--- src/rtl/mult_pkg.sv ---
// Shared types and limits for the sequential multiplier.
// State encoding plus the widest operand the datapath is meant to carry.
package mult_pkg;

  typedef enum logic [1:0] {
    IDLE,
    CALC,
    DONE
  } mult_state_t;

  localparam int MAX_WIDTH = 32;

endpackage

--- src/rtl/seq_multiplier.sv ---
// Shift-add multiplier, signed or unsigned per operation, one operation in flight.
// Latency: out_valid rises WIDTH edges after the accept edge, regardless of operand values.
// Backpressure: product is held in DONE until out_ready; in_ready stays low through CALC and DONE.
module seq_multiplier
  import mult_pkg::*;
#(
  parameter int WIDTH = 8
) (
  input  logic               clk,
  input  logic               rst_n,
  input  logic               in_valid,
  output logic               in_ready,
  input  logic [WIDTH-1:0]   a,
  input  logic [WIDTH-1:0]   b,
  input  logic               is_signed,
  output logic               out_valid,
  input  logic               out_ready,
  output logic [2*WIDTH-1:0] product
);

  localparam int PW = 2 * WIDTH;
  localparam int CW = $clog2(WIDTH + 1);
  localparam logic [CW-1:0] LAST = CW'(WIDTH - 1);

  if (WIDTH < 2 || WIDTH > MAX_WIDTH) begin : g_bad_width
    $error("seq_multiplier: WIDTH must be in 2..%0d", MAX_WIDTH);
  end

  mult_state_t      state;
  logic [PW-1:0]    mcand;
  logic [WIDTH-1:0] mplier;
  logic [PW-1:0]    acc;
  logic [CW-1:0]    count;
  logic             neg;

  logic [WIDTH-1:0] a_mag;
  logic [WIDTH-1:0] b_mag;
  logic [PW-1:0]    addend;
  logic [PW-1:0]    acc_next;

  // -2^(WIDTH-1) negates to itself, which reads correctly as an unsigned magnitude.
  always_comb begin
    a_mag    = (is_signed && a[WIDTH-1]) ? -a : a;
    b_mag    = (is_signed && b[WIDTH-1]) ? -b : b;
    addend   = mplier[0] ? (mcand << count) : '0;
    acc_next = acc + addend;
  end

  always_ff @(posedge clk or negedge rst_n) begin
    if (!rst_n) begin
      state     <= IDLE;
      mcand     <= '0;
      mplier    <= '0;
      acc       <= '0;
      count     <= '0;
      neg       <= 1'b0;
      product   <= '0;
      in_ready  <= 1'b1;
      out_valid <= 1'b0;
    end else begin
      case (state)
        IDLE: begin
          if (in_valid) begin
            neg      <= is_signed & (a[WIDTH-1] ^ b[WIDTH-1]);
            mcand    <= {{WIDTH{1'b0}}, a_mag};
            mplier   <= b_mag;
            acc      <= '0;
            count    <= '0;
            in_ready <= 1'b0;
            state    <= CALC;
          end
        end
        CALC: begin
          acc    <= acc_next;
          mplier <= mplier >> 1;
          count  <= count + CW'(1);
          if (count == LAST) begin
            product   <= neg ? -acc_next : acc_next;
            out_valid <= 1'b1;
            state     <= DONE;
          end
        end
        DONE: begin
          if (out_ready) begin
            out_valid <= 1'b0;
            in_ready  <= 1'b1;
            state     <= IDLE;
          end
        end
        default: begin
          out_valid <= 1'b0;
          in_ready  <= 1'b1;
          state     <= IDLE;
        end
      endcase
    end
  end

endmodule

--- config.mk ---
export PLATFORM = sky130hd
export DESIGN_NAME = seq_multiplier
export DESIGN_NICKNAME = d
export VERILOG_FILES = /design/src/rtl/mult_pkg.sv /design/src/rtl/seq_multiplier.sv
export SDC_FILE = /design/constraint.sdc
export NUM_CORES = 1
export LEC_CHECK = 0
export BUFFER_PORTS_ARGS = -buffer_cell sky130_fd_sc_hd__buf_4
export CORE_AREA = 2 2 132 134
export DETAILED_ROUTE_END_ITERATION = 10
export DIE_AREA = 0 0 134 136
export PLACE_DENSITY = 0.37
export SYNTH_ARGS = -nofsm -noshare
export SYNTH_HDL_FRONTEND = slang
export SYNTH_SLANG_ARGS = --single-unit
--- constraint.sdc ---
create_clock -name clk -period 8.3 [get_ports clk]
set_input_delay 2.075 -clock clk [delete_from_list [all_inputs] [get_ports clk]]
set_output_delay 2.075 -clock clk [all_outputs]
set_load 0.02 [all_outputs]
==> run metrics, run 1 <==
Synth Register Bits between 50 and 60; die area 18200 sq um; diode count 0; DP HPWL ~8.2 mm; max_slew headroom 0.317; Resize count post-CTS 0; Critical Path AT 4400 ps; Final setup viols 0; DP Cell Count 701; Core ar. 16900 sq um; final worst path period share 0.507; critical path type register to register; post-route insts no fill ~700; kind of start point of the critical path register; critical path endpoint category register; routed len/inst 15.1 um; Post-Route Utilization 0.281; via/cell ratio around 4.7; largest net degree at the start of global routing 58; Avg Inst Size Synth 8.70 sq um; gr usage total 0.127; initial antenna violation count 0; fmax between 200 and 250 MHz; synthesis-to-layout area growth 18.5%; routed wire length 10.8 mm; Post-synth top flop dfrtp_1; Leak around 0.0021 uW; Peak VDD IR roughly 0.14 mV; clk slew on worst S/H paths roughly 50 ps; cell mode on critical path nor2_1; vias in the first global route approximately 3300; worst path buffer plus inverter count 0; fin crit period 4210 ps; clock sink count between 50 and 60; crit path cell chain mux2i_1, nor2_1, a31oi_1, nor2_1, a21oi_1, nor2_1, ha_1, a21o_1, o311ai_1, nand4b_2, o41ai_1, xor2_1, o21ai_1; TNS Setup 0 ps; CTS Buf Count 9; yosys warns 0; RSZ-0062 raised after global routing no; worst-skew pair later-pin latency roughly 340 ps; Req. time, crit path 8490 ps; Slew @ Worst Pin ~1000 ps; Cell variety after synth 67; fin. max-slew vios 0; total gr overflow 0; Final Hold Viols 0; Tot Pwr 1890 uW; detailed-route DRC error count 0; Synth Instances 459; most frequent cells in the layout nand2_1 (57), dfrtp_1 (56), o21ai_0 (54); final net count 528; worst min path class register to register; Top Ports 39; sequential element share of the synthesized area 0.357; Final GP Congestion 0.821; worst hold slack 474 ps; die width 134 um; clock tree root buffer cell clkbuf_16; Detailed Routing Iterations Pass 1 4; CTS Hold Buffers Added 0; DR iter-0 viols 150; post-CTS setup buffer count 0; crit path max-delay cell type o311ai_1; CP max FO 13; Die Y about 140 um; skew final 9.23 ps; synthesized area 3990 sq um; max incr delay on CP a little over 800 ps; CP delay by family, top compound AO/OA/AOI/OAI gates; async set or reset register ratio after synthesis 1.00; Starting Density 0.237; Longest Clk Path Bufs 2; via count 3340; final antenna-violating net count 0; share of cells above drive strength 1 0.161; first-pass GRT wire length 17.7 mm; outcome finished clean; power per cell area 399 nW/um^2; I/O Buffers 38; TritonCTS clock tree yes; Max Cap Violations 0; Post-synth EDFFs 0; Rows 48; H-Tree Depth 3; Syn Nets 500; most common cell after layout, fill and taps aside nand2_1
[power by group]
group	switching, uW	total (uW)	internal [uW]
logic	629	1040	411
registers	109	503	394
clock network	131	348	217
total	868	1890	1020
[flip-flops by register name, indices dropped and copies added, names as in the netlist]
signal	count
acc	16
product	16
mcand	8
mplier	8
count	4
state	2
in_ready	1
neg	1
out_valid	1
[worst register-to-register path, stage by stage (launching register included)]
cell and delay [ps]:
dfrtp_1 630, mux2i_1 290, nor2_1 70, a31oi_1 290, nor2_1 70, a21oi_1 190, nor2_1 90, ha_1 380
a21o_1 250, o311ai_1 830, nand4b_2 290, o41ai_1 450, xor2_1 180, o21ai_1 70
[final timing paths]
kind | start | endpoint | slack [ps] | depth (start not counted)
setup reg to reg | count[0]$_DFFE_PN0P_ | product[13]$_DFFE_PN0P_ | 4090 | 13
min in group asynchronous | rst_n | acc[9]$_DFFE_PN0P_ | 1810 | 1
setup / recovery | count[0]$_DFFE_PN0P_ | product[13]$_DFFE_PN0P_ | 4090 | 13
max in group asynchronous | rst_n | mplier[5]$_DFFE_PN0P_ | 5980 | 1
hold / removal | product[12]$_DFFE_PN0P_ | product[12]$_DFFE_PN0P_ | 470 | 2
hold reg to reg | product[12]$_DFFE_PN0P_ | product[12]$_DFFE_PN0P_ | 470 | 2
[cell families (layout without fill, tap and decap cells)]
logic type / after synthesis / in the layout / synth area share
AOI/OAI and AO/OA: 144 / 144 / 0.235
xor gates and xnor gates: 35 / 35 / 0.0786
adders and majority gates: 20 / 20 / 0.0645
buffers and inverters: 34 / 67 / 0.0398
muxes: 15 / 15 / 0.0392
and+or+nand+nor: 154 / 154 / 0.185
DFF: 57 / 57 / 0.357
[cell usage after synthesis, types with 2 or more instances]
library cell	number	area, sq um
a211oi_1	2	15.0
a21o_1	6	45.0
a21oi_1	22	110
a22o_1	6	52.6
a22oi_1	10	75.1
a31oi_1	3	18.8
and2_1	7	43.8
and3_1	4	25.0
buf_2	2	10.0
clkbuf_1	15	56.3
dfrtp_1	56	1400
ha_1	19	238
inv_1	12	45.0
mux2_2	5	56.3
mux2i_1	10	100
nand2_1	57	214
nand2b_1	5	31.3
nand3_1	13	65.1
nand4_1	2	12.5
nor2_1	31	116
nor2b_1	7	43.8
nor3_1	9	45.0
nor4_1	2	12.5
o2111ai_1	2	17.5
o211a_1	3	30.0
o211ai_1	3	22.5
o21a_1	4	30.0
o21ai_0	54	270
o21ai_1	3	15.0
o22ai_1	5	31.3
o31ai_1	3	22.5
o41ai_1	2	17.5
o41ai_2	2	32.5
or2_2	4	25.0
or3_1	5	31.3
xnor2_1	20	175
xor2_1	14	123
[per-layer routing]
| metal | vias to the layer above | global-route usage | part of all wire |
|---|---|---|---|
| li1 | 1707 | - | - |
| met1 | 1556 | 0.162 | 0.48 |
| met2 | 58 | 0.203 | 0.46 |
| met3 | 19 | 0.0321 | 0.035 |
| met4 | 0 | 0.0573 | 0.026 |
| met5 | - | 0 | 0 |
[cell type report]
type	instances	area, sq um
fill	1798	12100
clock buffer	13	260
clock inverter	3	17.5
multi-input combinational	368	2410
inverter	12	45.0
timing repair buffer	39	293
tap	225	282
sequential	57	1430
[metrics by stage]
stage	worst slack (ps)	instance area, sq um
3_5_place_dp	4050	4460
4_1_cts	4030	4730
3_3_place_gp	4140	4460
6_report	4090	4730
2_1_floorplan	4730	3990
5_1_grt	3630	4730
No activity file was read; power rests on OpenSTA's default activity.
==> run 2: changes to the inputs <==
PLACE_DENSITY = 0.38   (was 0.37)
clock period = 3.8 ns   (was 8.3 ns; I/O delays follow)
==> run 2 against run 1 <==
Clock-buffer cell count stayed put. Sequential cell count stayed put. Final area is 6.4% higher. Utilization is 1.8 points higher. Clock skew is 3.9 ps lower. Register-to-register slack worse by 3900 ps. Critical endpoint is now product[15]$_DFFE_PN0P_.
==> run metrics, run 2 (synthesis results as in run 1) <==
outcome finished clean; Detailed Routing Iterations Pass 1 4 (unchanged); final worst path period share 0.955 (+0.448); worst hold slack 478 ps (+3.74 ps); DP HPWL 8.35 mm (+2.1%); Net Sw Power 2010 uW (+130%); DR iter-0 viols 156 (+4.0%); fmax 276 MHz (+16%); die width 134 um (unchanged); Top Ports 39 (unchanged); Max Cap Violations 0 (unchanged); Longest Clk Path Bufs 2 (unchanged); routed len/inst 15.0 um (-0.58%); Req. time, crit path 3990 ps (-4500 ps); via count 3437 (+2.9%); clock tree root buffer cell clkbuf_16; most frequent cells in the layout buf_4 (66), nand2_1 (57), o21ai_0 (54), dfrtp_1 (54), nor2_1 (31); Clk network pwr share 0.175 (-0.009); RSZ-0062 raised after global routing yes; detailed-route DRC error count 0 (unchanged); final net count 555 (+5.1%); vias in the first global route 3458 (+4.3%); clock sink count 57 (unchanged); Final GP Congestion 0.850 (+3.6%); TritonCTS clock tree yes; Fillers 1800 (+0.11%); kind of start point of the critical path register; power per cell area 903 nW/um^2 (+130%); Rows 48 (unchanged); skew final 5.36 ps (-3.88 ps); CTS Buf Count 9 (unchanged); via/cell ratio 4.62 (-0.83%); final antenna-violating net count 0 (unchanged); Final setup viols 0 (unchanged); Leak 0.00226 uW (+6.1%); critical path endpoint category register; Regs by FF count acc (16), product (16); largest net degree at the start of global routing 58 (unchanged); die area 18200 sq um (unchanged); max_slew headroom 0.417 (+0.100); share of power burned in registers 0.239 (-0.027); Sw Share 0.441 (-0.0185); worst min path class register to register; initial antenna violation count 0 (unchanged); most common cell after layout, fill and taps aside buf_4; Post-Route Utilization 0.298 (+0.0179); fin crit period 3630 ps (-582 ps); I/O Buffers 38 (unchanged); synthesis-to-layout area growth 26.1%; fin. max-slew vios 0 (unchanged); worst-skew pair later-pin latency 340 ps (about the same); Die Y 136 um (unchanged); H-Tree Depth 3 (unchanged); diode count 0 (unchanged); share of cells above drive strength 1 0.222 (+0.0610); total gr overflow 0 (unchanged); Peak VDD IR 0.244 mV (+79%); Critical Path AT 3810 ps (-590 ps); CP max FO 7 (-6); routed wire length 11.2 mm (+3.2%); Core ar. 16900 sq um (unchanged); P_int 2550 uW (+150%); gr usage total 0.130 (+0.00326); Starting Density 0.237 (unchanged); combinational power share 0.586 (+0.036); Final Hold Viols 0 (unchanged); critical path type register to register; Slew @ Worst Pin 873 ps (-151 ps); clk slew on worst S/H paths 50 ps (about the same); first-pass GRT wire length 18.3 mm (+3.2%)
## run 2: cell type report
type	count	area, sq um	share of cell area
timing repair buffer	66	495	0.0984
tap	225	282	0.0559
inverter	12	45.0	0.00894
multi-input combinational	368	2500	0.497
sequential	57	1430	0.284
clock inverter	3	42.5	0.00845
clock buffer	13	240	0.0477
## run 2: timing repair
action                                 CTS  global route
resized for setup                        1            19
setup endpoints to repair                1             5
pin swaps                                0             6
hold buffers                             0             0
buffers inserted                         0             3
endpoints found under the hold margin    0             0
## run 2: worst paths after layout
kind | end | slack [ps] | cells past startpoint | startpoint
max in group asynchronous | count[0]$_DFFE_PN0P_ | 2530 | 1 | rst_n
worst max-delay path | product[15]$_DFFE_PN0P_ | 170 | 15 | count[0]$_DFFE_PN0P_
worst min register to register | product[3]$_DFFE_PN0P_ | 480 | 2 | product[3]$_DFFE_PN0P_
worst max register to register | product[15]$_DFFE_PN0P_ | 170 | 15 | count[0]$_DFFE_PN0P_
min in group asynchronous | acc[9]$_DFFE_PN0P_ | 690 | 1 | rst_n
worst min-delay path | product[3]$_DFFE_PN0P_ | 480 | 2 | product[3]$_DFFE_PN0P_
## run 2: through the flow
stage / cell area [sq um] / instances / TNS, ps / worst slack, ps / total power [uW]
after floorplan: 3990 / 459 / 0 / 230 / 2770
after global placement: 4630 / 725 / 0 / 21.7 / 3650
after detailed placement: 4630 / 725 / -8.52 / -8.52 / 3660
after CTS: 4920 / 741 / 0 / 97.9 / 4490
after global routing: 5040 / 744 / -10.8 / -10.8 / 4990
final: 5040 / 744 / 0 / 172 / 4550
## run 2: routing by layer
layer  track usage  wire length, um  share of wire  up-vias
li1              -                -              -     1761
met1         0.164             5330           0.48     1608
met2         0.217             5280           0.47       56
met3        0.0317              366          0.033       12
met4        0.0491              212          0.019        0
met5             0                0              0        -
## run 2: critical path, cell delays in order (launching register included)
cell and delay (ps):
dfrtp_2 450, buf_4 180, mux2_2 370, mux2i_1 160, o22ai_1 110, and2_1 200
ha_1 290, buf_4 170, a21o_1 190, a21oi_2 190, o2bb2ai_1 200, o21a_1 230
o211ai_1 110, o41ai_2 380, xor2_1 190, o21ai_1 70
## run 2: power groups by stage
stage | sequential, uW | combinational [uW] | clock, uW
floorplan | 1100 | 1680 | 0
global placement | 1090 | 2560 | 0
detailed placement | 1100 | 2560 | 0
CTS | 1090 | 2570 | 826
global route | 1130 | 3000 | 859
finish | 1090 | 2670 | 795
==> run 3: changes to the inputs <==
CELL_PAD_IN_SITES_DETAIL_PLACEMENT = 0   (was unset)
CELL_PAD_IN_SITES_GLOBAL_PLACEMENT = 1   (was unset)
CORE_AREA = 3 3 133 135   (was 2 2 132 134)
DIE_AREA = 0 0 136 138   (was 0 0 134 136)
PLACE_DENSITY = 0.47   (was 0.38)
==> run 3 against run 2 <==
First-iteration DRC count down 40%. Critical path type unchanged. Clock skew up 3.6 ps. Power up 6.1%. Non-clock buffer count up 3. Sequential power about the same.
==> run metrics, run 3 (synthesis results as in run 1) <==
Peak VDD IR 0.243 mV (-0.29%); Rows 47 (-2.1%); Starting Density 0.241 (+0.00418); DR iter-0 viols 93 (-40%); most frequent cells in the layout buf_4 (66), nand2_1 (57), dfrtp_1 (54); Net Sw Power 2130 uW (+6.4%); Final GP Congestion 0.849 (-0.20%); CP max FO 5 (-2); Core ar. 16600 sq um (-1.7%); largest net degree at the start of global routing 58 (unchanged); clock tree root buffer cell clkbuf_16; Top Ports 39 (unchanged); power per cell area 932 nW/um^2 (+3.1%); Slew @ Worst Pin 890 ps (+16.8 ps); via/cell ratio 4.74 (+2.6%); CTS Buf Count 9 (unchanged); Critical Path AT 3830 ps (+20 ps); final net count 558 (+0.54%); combinational power share 0.598 (+0.012); share of cells above drive strength 1 0.268 (+0.0466); Clk network pwr share 0.176 (about the same); clock sink count 57 (unchanged); die width 136 um (+1.5%); synthesis-to-layout area growth 29.7%; routed wire length 11.7 mm (+4.8%); worst min path class register to register; worst-skew pair later-pin latency 340 ps (about the same); fin crit period 3640 ps (+12.3 ps); kind of start point of the critical path register; Longest Clk Path Bufs 2 (unchanged); Tot Pwr 4830 uW (+6.1%); outcome finished clean; critical path endpoint category register; routed len/inst 15.8 um (+5.1%); worst hold slack 476 ps (-1.56 ps); P_int 2690 uW (+5.8%); final antenna-violating net count 0 (unchanged); clk slew on worst S/H paths 60 ps (about the same); Max Cap Violations 0 (unchanged); skew final 8.95 ps (+3.59 ps); Reg area 1430 sq um (unchanged); Post-Route Utilization 0.312 (+0.0139); CTS Hold Buffers Added 0 (unchanged); detailed-route DRC error count 0 (unchanged); I/O Buffers 38 (unchanged); first-pass GRT wire length 18.8 mm (+3.1%); TNS Setup 0 ps (unchanged); fmax 275 MHz (-0.34%); Detailed Routing Iterations Pass 1 5 (+1); Cell Area, Placed 4630 sq um (-0.13%); TritonCTS clock tree yes; DP HPWL 8.78 mm (+5.2%); die area 18800 sq um (+3.0%); fin. max-slew vios 0 (unchanged); share of power burned in registers 0.226 (-0.013); gr usage total 0.127 (-0.00319); diode count 0 (unchanged); via count 3518 (+2.4%); vias in the first global route 3566 (+3.1%); initial antenna violation count 0 (unchanged); max_slew headroom 0.406 (-0.0112); multi-input logic area 2590 sq um (+3.7%); total gr overflow 0 (unchanged); Regs by FF count acc (16), product (16); most common cell after layout, fill and taps aside buf_4; H-Tree Depth 3 (unchanged); Die Y 138 um (+1.5%); Sw Share 0.442 (+0.00136); Fillers 1777 (-1.3%); Leak 0.00229 uW (+1.3%); final worst path period share 0.958 (+0.00323); Final setup viols 0 (unchanged); Req. time, crit path 3990 ps (about the same); critical path type register to register; Final Hold Viols 0 (unchanged); final instance area 5180 sq um (+2.9%)
run 3: changes by cell type in the layout (fill, tap and decap cells not counted), moves of 4 or more:
cell,before,now
a21oi_2,2,8
o21ai_0,54,50
a21oi_1,21,15
ha_2,1,5
ha_1,17,13
run 3: power groups by stage:
stage               Clock [uW]  Sequential, uW  Combinational (uW)
floorplan                    0            1100                1680
finish                     850            1090                2890
global route               907            1130                3200
detailed placement           0            1090                2610
CTS                        882            1080                2640
global placement             0            1090                2600
run 3: critical path, cell delays in order, from the launching register on:
cell and delay [ps]:
dfrtp_2 440, buf_6 120, inv_1 60, nand3b_1 160, buf_6 130, nor2_1 50, ha_2 190, fa_2 400
a21o_1 180, a21oi_2 140, xor2_1 250, nand2_1 160, or4_4 590, o41ai_4 370, xnor2_1 160, o21ai_1 70
run 3: final cells by class:
cell class,instances,area share
sequential,57,0.276
tap,220,0.0531
inverter,12,0.00869
multi-input combinational,368,0.501
clock buffer,12,0.0495
timing repair buffer,69,0.102
clock inverter,4,0.00990
run 3: path summary, 6_finish.rpt:
check	startpoint	to	slack (ps)	cells past startpoint
worst max-delay path	count[0]$_DFFE_PN0P_	product[14]$_DFFE_PN0P_	160	15
worst min register to register	product[2]$_DFFE_PN0P_	product[2]$_DFFE_PN0P_	480	2
worst min-delay path	product[2]$_DFFE_PN0P_	product[2]$_DFFE_PN0P_	480	2
min in group asynchronous	rst_n	product[12]$_DFFE_PN0P_	680	1
max in group asynchronous	rst_n	count[0]$_DFFE_PN0P_	2560	1
worst max register to register	count[0]$_DFFE_PN0P_	product[14]$_DFFE_PN0P_	160	15
run 3: through the flow:
| step | instances | worst slack, ps |
|---|---|---|
| floorplan | 459 | 230 |
| global placement | 720 | -112 |
| detailed placement | 720 | -140 |
| CTS | 738 | 26.1 |
| global route | 742 | -63.6 |
| finish | 742 | 160 |
run 3: repair_timing:
action                                  CTS  global route
endpoints found under the setup margin    3             5
setup buffers                             2             4
gates resized for setup                   2            43
cloned                                    0             0
pin swaps                                 0            18
run 3: layer usage:
| layer | track usage | up-vias | wire [um] |
|---|---|---|---|
| met5 | 0 | - | 0 |
| met4 | 0.0456 | 0 | 355 |
| met2 | 0.205 | 73 | 5630 |
| met3 | 0.0363 | 27 | 485 |
| met1 | 0.162 | 1655 | 5260 |
| li1 | - | 1763 | - |
